--- config.mk ---
export PLATFORM = sky130hd
export DESIGN_NAME = sdspi_mem_dumper
export DESIGN_NICKNAME = d
export VERILOG_FILES = /design/src/rtl/sdspi_mem_dumper.sv
export SDC_FILE = /design/constraint.sdc
export NUM_CORES = 1
export LEC_CHECK = 0
export CAP_MARGIN = 25
export CORE_MARGIN = 1.5
export CORE_UTILIZATION = 25
export CTS_BUF_LIST = sky130_fd_sc_hd__clkbuf_16
export CTS_CLUSTER_DIAMETER = 40
export CTS_CLUSTER_SIZE = 40
export DETAILED_ROUTE_END_ITERATION = 7
export PLACE_DENSITY = 0.5
export SLEW_MARGIN = 30
export SYNTH_ARGS = -nofsm -noshare
export SYNTH_HDL_FRONTEND = slang
export SYNTH_SLANG_ARGS = --single-unit
--- constraint.sdc ---
create_clock -name clk27mhz -period 2.8 [get_ports clk27mhz]
set_input_delay 0.42 -clock clk27mhz [delete_from_list [all_inputs] [get_ports clk27mhz]]
set_output_delay 0.42 -clock clk27mhz [all_outputs]
set_load 0.1 [all_outputs]
--- src/rtl/sdspi_mem_dumper.sv ---
// Dumps BIN_SIZE bytes of memory as a little-endian byte stream for an SD sector writer,
// zero-padded to whole sectors, with a per-sector last-byte flag.
module sdspi_mem_dumper #(
  parameter logic [31:0] BIN_SIZE     = 32'h0001_0000,
  parameter logic [31:0] BASE_ADDR    = 32'h0000_0000,
  parameter int          SECTOR_BYTES = 512
) (
  input  logic        clk27mhz,
  input  logic        rst,
  input  logic        start,
  output logic        rd_req,
  output logic [31:0] rd_addr,
  input  logic [31:0] rd_data,
  input  logic        rd_ack,
  output logic [7:0]  outbyte,
  output logic        outen,
  input  logic        out_ready,
  output logic        sector_last,
  output logic        BUSY,
  output logic        DONE
);
  localparam int SW = $clog2(SECTOR_BYTES);
  localparam logic [SW-1:0] SEC_LAST = SW'(SECTOR_BYTES - 1);

  typedef enum logic [2:0] {IDLE, REQ, SEND, PAD, FIN} state_t;
  state_t state;

  logic [31:0]   word, byte_cnt;
  logic [SW-1:0] sec_cnt;
  logic [1:0]    lane;

  logic          xfer;
  logic [1:0]    lane_nxt;
  logic [31:0]   byte_nxt;
  logic [SW-1:0] sec_nxt;
  assign xfer     = outen && out_ready;
  assign lane_nxt = lane + 2'd1;
  assign byte_nxt = byte_cnt + 32'd1;
  assign sec_nxt  = sec_cnt + SW'(1);

  always_ff @(posedge clk27mhz) begin
    if (rst) begin
      state       <= IDLE;
      rd_req      <= 1'b0;
      rd_addr     <= '0;
      outbyte     <= '0;
      outen       <= 1'b0;
      sector_last <= 1'b0;
      BUSY        <= 1'b0;
      DONE        <= 1'b0;
      word        <= '0;
      byte_cnt    <= '0;
      sec_cnt     <= '0;
      lane        <= '0;
    end else begin
      case (state)
        IDLE: if (start) begin
          BUSY     <= 1'b1;
          DONE     <= 1'b0;
          rd_addr  <= BASE_ADDR;
          byte_cnt <= '0;
          sec_cnt  <= '0;
          lane     <= '0;
          state    <= REQ;
        end
        // rd_req rises one cycle after entry, so an ack arriving while it is low is stale
        REQ: begin
          if (!rd_req) rd_req <= 1'b1;
          else if (rd_ack) begin
            rd_req      <= 1'b0;
            word        <= rd_data;
            lane        <= '0;
            outen       <= 1'b1;
            outbyte     <= rd_data[7:0];
            sector_last <= (sec_cnt == SEC_LAST);
            state       <= SEND;
          end
        end
        SEND: if (xfer) begin
          lane     <= lane_nxt;
          byte_cnt <= byte_nxt;
          sec_cnt  <= sec_nxt;
          if (lane == 2'd3) begin
            if (byte_nxt < BIN_SIZE) begin
              rd_addr     <= rd_addr + 32'd4;
              outen       <= 1'b0;
              sector_last <= 1'b0;
              state       <= REQ;
            end else if (sec_nxt == '0) begin
              outen       <= 1'b0;
              sector_last <= 1'b0;
              state       <= FIN;
            end else begin
              outbyte     <= 8'h00;
              sector_last <= (sec_nxt == SEC_LAST);
              state       <= PAD;
            end
          end else begin
            outbyte     <= word[{lane_nxt, 3'b000} +: 8];
            sector_last <= (sec_nxt == SEC_LAST);
          end
        end
        PAD: if (xfer) begin
          sec_cnt <= sec_nxt;
          if (sec_nxt == '0) begin
            outen       <= 1'b0;
            sector_last <= 1'b0;
            state       <= FIN;
          end else begin
            sector_last <= (sec_nxt == SEC_LAST);
          end
        end
        FIN: begin
          BUSY  <= 1'b0;
          DONE  <= 1'b1;
          state <= IDLE;
        end
        default: state <= IDLE;
      endcase
    end
  end
endmodule

==> out/results.txt, run 1 <==
CP max FO: 8
Die span in x: 160 um
Via count: 6255
Max Transition Viols Final: 0
Final non-filler cell total: 1275
Maximum clock rate: 365 MHz
GRT Resource Usage Total: 14.6%
TritonRoute pass-1 iters: 5
Antenna violations before repair: 0
Grt total ovfl: 0
Cell area power density: 504 nW/um2
CTS Hold Buffers Added: 0
Post-synth EDFFs: 0
Max-cap violations: 0
Antenna Diode Count: 0
Critical Path Sink Type: flip-flop
Via/cell ratio: 4.91
Rows: 57
Htree depth: 4
Detailed-placement wirelength estimate: 13200 um
Predominant post-synthesis flop cell: dfxtp_1
# DRC: 0
Hold Path Depth: 2
Layout fillers: 2568
CTS tree: done
First-pass GRT wire length: 30300 um
I/O Pins: 82
Final GP Congestion: 0.839
R2r worst-path depth: 10
Worst r2r src: byte_cnt[0]
Root Driver: clkbuf_16
Synth cell types: 62
Synthesized cell area: 6190 um2
Crit start category: flip-flop
Post-synth ARST share: 0%
Syn. warnings: 0
Worst path required time: 3.15 ns
Slew of the pin with the lowest slew margin: 0.847 ns
Min cycle time layout: 2.74 ns
Largest net degree at the start of global routing: 35
Nets: 982
Seq/Total Area, Yosys: 39.1%
Hold_sp: word[3]
Port Buf Inserts: 79
CTS clk-pin slew, worst paths: 0.06 ns
Final Hold Fails: 0
RSZ-0062 raised after global routing: true
Total chip power: 4.45 mW
Crit. Startpoint: byte_cnt[0]
Placed insts: 1237
ANT nets after route: 0
Worst EP arrival: 3.09 ns
Synthesis-stage register bit count: 121
Syn Area/Cell: 7.88 um2
Die Area: 25700 um2
Vias in the first global route: 5884
Starting DRT DRC Count: 393
Die Y: 160 um
Commonest non-fill, non-tap cell in the layout: buf_4
Cts bufs inserted: 17
Wirelength per Cell: 14.7 um
WS Path Type: reg -> reg
Setup violators final: 0
Core area: 24300 um2
Share of cells above drive strength 1: 28.5%
Most frequent cells in the layout: 140 x buf_4, 116 x nand2_1, 100 x dfxtp_1
Slew HR: 43.3%
Routed WL: 18800 um
Final worst path period share: 97.9%
Cells after Synth: 786
Outcome: finished, final reports clean
Lkg Pwr: 3.15 nW
Worst clock skew: 0.0206 ns
Clk sinks: 121
Worst hold path class: reg -> reg
Clk_lat worst skew: 0.43 ns
Worst vdd ir: 0.347 mV
Initial Util: 25.5%
Clk buf depth: 2
Syn-to-layout area delta: 42.7%
where the power goes:
part | switching, mW | leakage, nW | internal [mW] | total, mW
clock network | 0.947 | 0.291 | 1.35 | 2.29
logic | 0.249 | 1.88 | 0.159 | 0.408
registers | 0.0150 | 0.987 | 1.74 | 1.75
total | 1.21 | 3.15 | 3.24 | 4.45
synth_stat cells (all sizes together) (3+ instances only):
cell,count,area (um2)
a22oi,5,37.5
a31o,5,43.8
xor2,13,114
clkbuf,48,180
xnor2,8,70.1
and4,5,43.8
a311oi,5,43.8
dfxtp,121,2420
nor2b,10,62.6
nand4b,8,70.1
a21oi,94,474
buf,6,40.0
nand2,117,439
nand4,24,156
o21ai,35,175
nor3,18,95.1
o41ai,8,70.1
or4,9,67.6
nand4bb,3,33.8
nor4,8,56.3
ha,7,87.6
and3,15,93.8
nand2b,5,31.3
o31ai,10,75.1
inv,15,56.3
a221o,7,70.1
nand3,32,160
nor2,73,274
or3,18,113
a211oi,5,37.5
and2,4,25.0
mux4,8,180
o31a,4,35.0
a31oi,4,25.0
or2,6,37.5
kinds of logic after synthesis:
family	share of synthesized area [%]
and+or+nand+nor	29.1
AOI/OAI and AO/OA	19.7
DFF	39.1
buffers and inverters	4.46
xor gates and xnor gates	2.97
muxes	3.23
adders and majority gates	1.41
other	0.0605
timing repair:
action                                  in CTS  in global routing
buffers inserted                             1                  3
endpoints found under the setup margin      20                 35
cloned                                       0                  2
gates resized for setup                      4                 61
endpoints found under the hold margin        0                  0
pin swaps                                    3                 36
worst max-delay path: stages (launching register included):
cell and delay (ns):
dfxtp_2 0.35, ha_4 0.14, and4_4 0.23, nand4_1 0.12, or4_4 0.50, a31oi_1 0.17
and4_4 0.24, a21oi_4 0.09, clkbuf_16 0.18, or4_1 0.49, a21oi_1 0.13
through the flow:
stage                     setup slack [ns]  cell area, um2  TNS (ns)  util [%]  hold slack [ns]
final                               0.0588            8840         0      36.3            0.452
after global placement             -0.0377            7900   -0.0930      32.5            0.441
after global routing               -0.0357            8840    -0.172      36.3            0.468
after detailed placement           -0.0438            7900    -0.220      32.5            0.447
after CTS                          0.00194            8530         0      35.1            0.456
after floorplan                    0.00733            6230         0         -            0.433
cell type report:
type,instances,area [um2],area share (%)
clock inverter,15,176,2.00
inverter,15,56.3,0.637
multi-input combinational,597,3750,42.5
timing repair buffer,186,1570,17.8
sequential,121,2450,27.7
clock buffer,17,425,4.81
tap,324,405,4.59
layer usage:
metal | vias to the layer above | routed length, um | GRT usage (%)
met1 | 2902 | 9010 | 19.8
li1 | 3163 | - | -
met5 | - | 0 | 0
met2 | 175 | 8310 | 22.1
met4 | 0 | 319 | 5.14
met3 | 15 | 1150 | 4.18
worst paths after layout:
path                 endpoint  slack [ns]
hold reg to reg       word[3]        0.45
setup / recovery  rd_addr[16]        0.06
hold / removal        word[3]        0.45
setup reg to reg  rd_addr[16]        0.06
registers in the layout (all words and copies together), names as in the netlist:
name,cells
word,32
rd_req,1
DONE,1
rd_addr,30
state,3
byte_cnt,32
outbyte,8
lane,2
BUSY,1
outen,1
sector_last,1
sec_cnt,9
Note: power is estimated with default switching activity, not from simulation.
==> inputs of run 2 (changes only) <==
--- a/config.mk
+++ b/config.mk
@@ -6,13 +6,13 @@
 export NUM_CORES = 1
 export LEC_CHECK = 0
 export CAP_MARGIN = 25
-export CORE_MARGIN = 1.5
+export CORE_MARGIN = 2
 export CORE_UTILIZATION = 25
 export CTS_BUF_LIST = sky130_fd_sc_hd__clkbuf_16
 export CTS_CLUSTER_DIAMETER = 40
 export CTS_CLUSTER_SIZE = 40
 export DETAILED_ROUTE_END_ITERATION = 7
-export PLACE_DENSITY = 0.5
+export PLACE_DENSITY = 0.53
 export SLEW_MARGIN = 30
 export SYNTH_ARGS = -nofsm -noshare
 export SYNTH_HDL_FRONTEND = slang
==> run 2 against run 1 <==
  * Combinational power rose by 4%
  * Total power is 0.83% lower
  * Design area down 0.38%
  * Via count grew 0.24%
  * Non-clock buffer count down 9
  * Global-route usage decreased by 0.39 points
  * Clock skew fell by 0.013 ns
  * Die area up 1.3%
  * Critical path depth rose by 1
  * Sequential cell count is the same
  * Worst hold slack gained 0.00087 ns
  * Largest power group unchanged
  * Highest routed layer unchanged
==> out/results.txt, run 2 (synthesis results as in run 1) <==
Wl on met1: 9310 um
Largest net degree at the start of global routing: 54
Clk buf depth: 2
Final GP Congestion: 0.854
Met2 WL: 8230 um
DR top layer: met4
Final non-filler cell total: 1266
Most frequent cells in the layout: 130 x buf_4, 116 x nand2_1, 109 x dfxtp_1
Clk sinks: 121
CTS tree: done
Hold_sp: word[17]
Antenna violations before repair: 0
Antenna Diode Count: 0
Htree depth: 4
Clk_lat worst skew: 0.42 ns
Cts bufs inserted: 17
Nets: 973
Worst EP arrival: 3.08 ns
ANT nets after route: 0
Outcome: finished, final reports clean
TNS Setup: 0 ns
WS Path Type: reg -> reg
Rows: 57
Final worst path period share: 97.5%
Met3 wire len: 982 um
Lkg Pwr: 3.10 nW
CP cell instances: nand4_4, buf_6, nor4_4, buf_4, nand4_1, xor2_2, and4_4, a21oi_4, bufbuf_16, or3_4, a21oi_2
Worst r2r src: byte_cnt[8]
Worst hold path class: reg -> reg
Maximum clock rate: 366 MHz
Die span in x: 161 um
Routed WL: 18600 um
Syn-to-layout area delta: 42.1%
TritonRoute pass-1 iters: 5
Port Buf Inserts: 79
Final hold slack: 0.453 ns
Core area: 24300 um2
Die Area: 26000 um2
Wirelength per Cell: 14.7 um
Via count: 6270
Biggest regs: byte_cnt: 32 flops, word: 32 flops, rd_addr: 30 flops
Via/cell ratio: 4.95
Final Hold Fails: 0
RSZ-0062 raised after global routing: true
Worst vdd ir: 0.290 mV
I/O Pins: 82
Slew HR: 53.9%
CP max FO: 15
Max-cap violations: 0
Core Util, Final: 36.2%
Root Driver: clkbuf_16
CTS clk-pin slew, worst paths: 0.06 ns
R2R Path End: rd_addr[22]
Die Y: 161 um
Slew of the pin with the lowest slew margin: 0.690 ns
Grt total ovfl: 0
Slowest cell on the critical path: or3_4
Critical Path Sink: rd_addr[22]
Crit path largest cell delay: 0.36 ns
Share of cells above drive strength 1: 27.0%
Detailed-placement wirelength estimate: 13100 um
Commonest non-fill, non-tap cell in the layout: buf_4
Initial Util: 25.5%
Worst path required time: 3.15 ns
Min cycle time layout: 2.73 ns
Critical Path Sink Type: flip-flop
Crit. Startpoint: byte_cnt[8]
# DRC: 0
Crit start category: flip-flop
GRT Resource Usage Total: 14.2%
Worst clock skew: 0.00770 ns
Placed insts: 1227
Setup violators final: 0
Starting DRT DRC Count: 454
Cell area power density: 502 nW/um2
First-pass GRT wire length: 30100 um
R2r worst-path depth: 11
Vias in the first global route: 5814
R2R setup slack: 0.07 ns
Max Transition Viols Final: 0
## run 2: metal layers
layer | vias to the layer above | GRT usage [%]
met2 | 144 | 21.8
li1 | 3138 | -
met5 | - | 0
met3 | 12 | 3.39
met1 | 2976 | 20.1
met4 | 0 | 3.69
## run 2: worst min path at each step
stage,to,cells past startpoint
after floorplan,word[24],2
after global placement,word[19],2
after detailed placement,word[19],2
after CTS,word[16],2
after global routing,word[17],2
final,word[17],2
## run 2: where the power goes
group	internal, mW	switching [mW]	total (mW)
clock	1.40	0.840	2.24
sequential	1.74	0.0141	1.75
combinational	0.174	0.251	0.425
## run 2: final cells by class
class	instances	area (um2)
fillers	2497	15500
multi-input cells	597	3750
flip-flops and latches	121	2440
repair buffers	177	1550
clock buffers	17	425
well taps	324	405
clock inverters	15	176
inverters	15	56.3
## run 2: critical path, delay by kind of cell, from the launching register on
kind / cells / cell delay (ns)
AND/OR/NAND/NOR: 5 / 1.20
buffers and inverters: 3 / 0.64
flip-flops: 1 / 0.35
XOR/XNOR: 1 / 0.25
AO/OA/AOI/OAI: 2 / 0.22
## run 2: metrics by stage
| stage | total power [mW] | cell area [um2] | worst slack, ns |
|---|---|---|---|
| global route | 4.57 | 8800 | -0.0613 |
| floorplan | 2.01 | 6230 | 0.00733 |
| finish | 4.42 | 8800 | 0.0713 |
| detailed placement | 2.17 | 7870 | -0.0790 |
| global placement | 2.17 | 7870 | -0.0404 |
| CTS | 4.47 | 8630 | 0.0138 |
## run 2: timing repair
item	in CTS	in global routing
endpoints found under the setup margin	12	41
endpoints found under the hold margin	0	0
resized for setup	14	38
buffers inserted	2	3
hold buffers	0	0
pin swaps	10	39
gates cloned	3	0
==> inputs of run 3 (changes only) <==
--- a/config.mk
+++ b/config.mk
@@ -5,6 +5,7 @@
 export SDC_FILE = /design/constraint.sdc
 export NUM_CORES = 1
 export LEC_CHECK = 0
+export ABC_CLOCK_PERIOD_IN_PS = 2800
 export CAP_MARGIN = 25
 export CORE_MARGIN = 2
 export CORE_UTILIZATION = 25
==> results of run 3 <==
No change in the layout: final DEF, timing and power equal those of run 2.
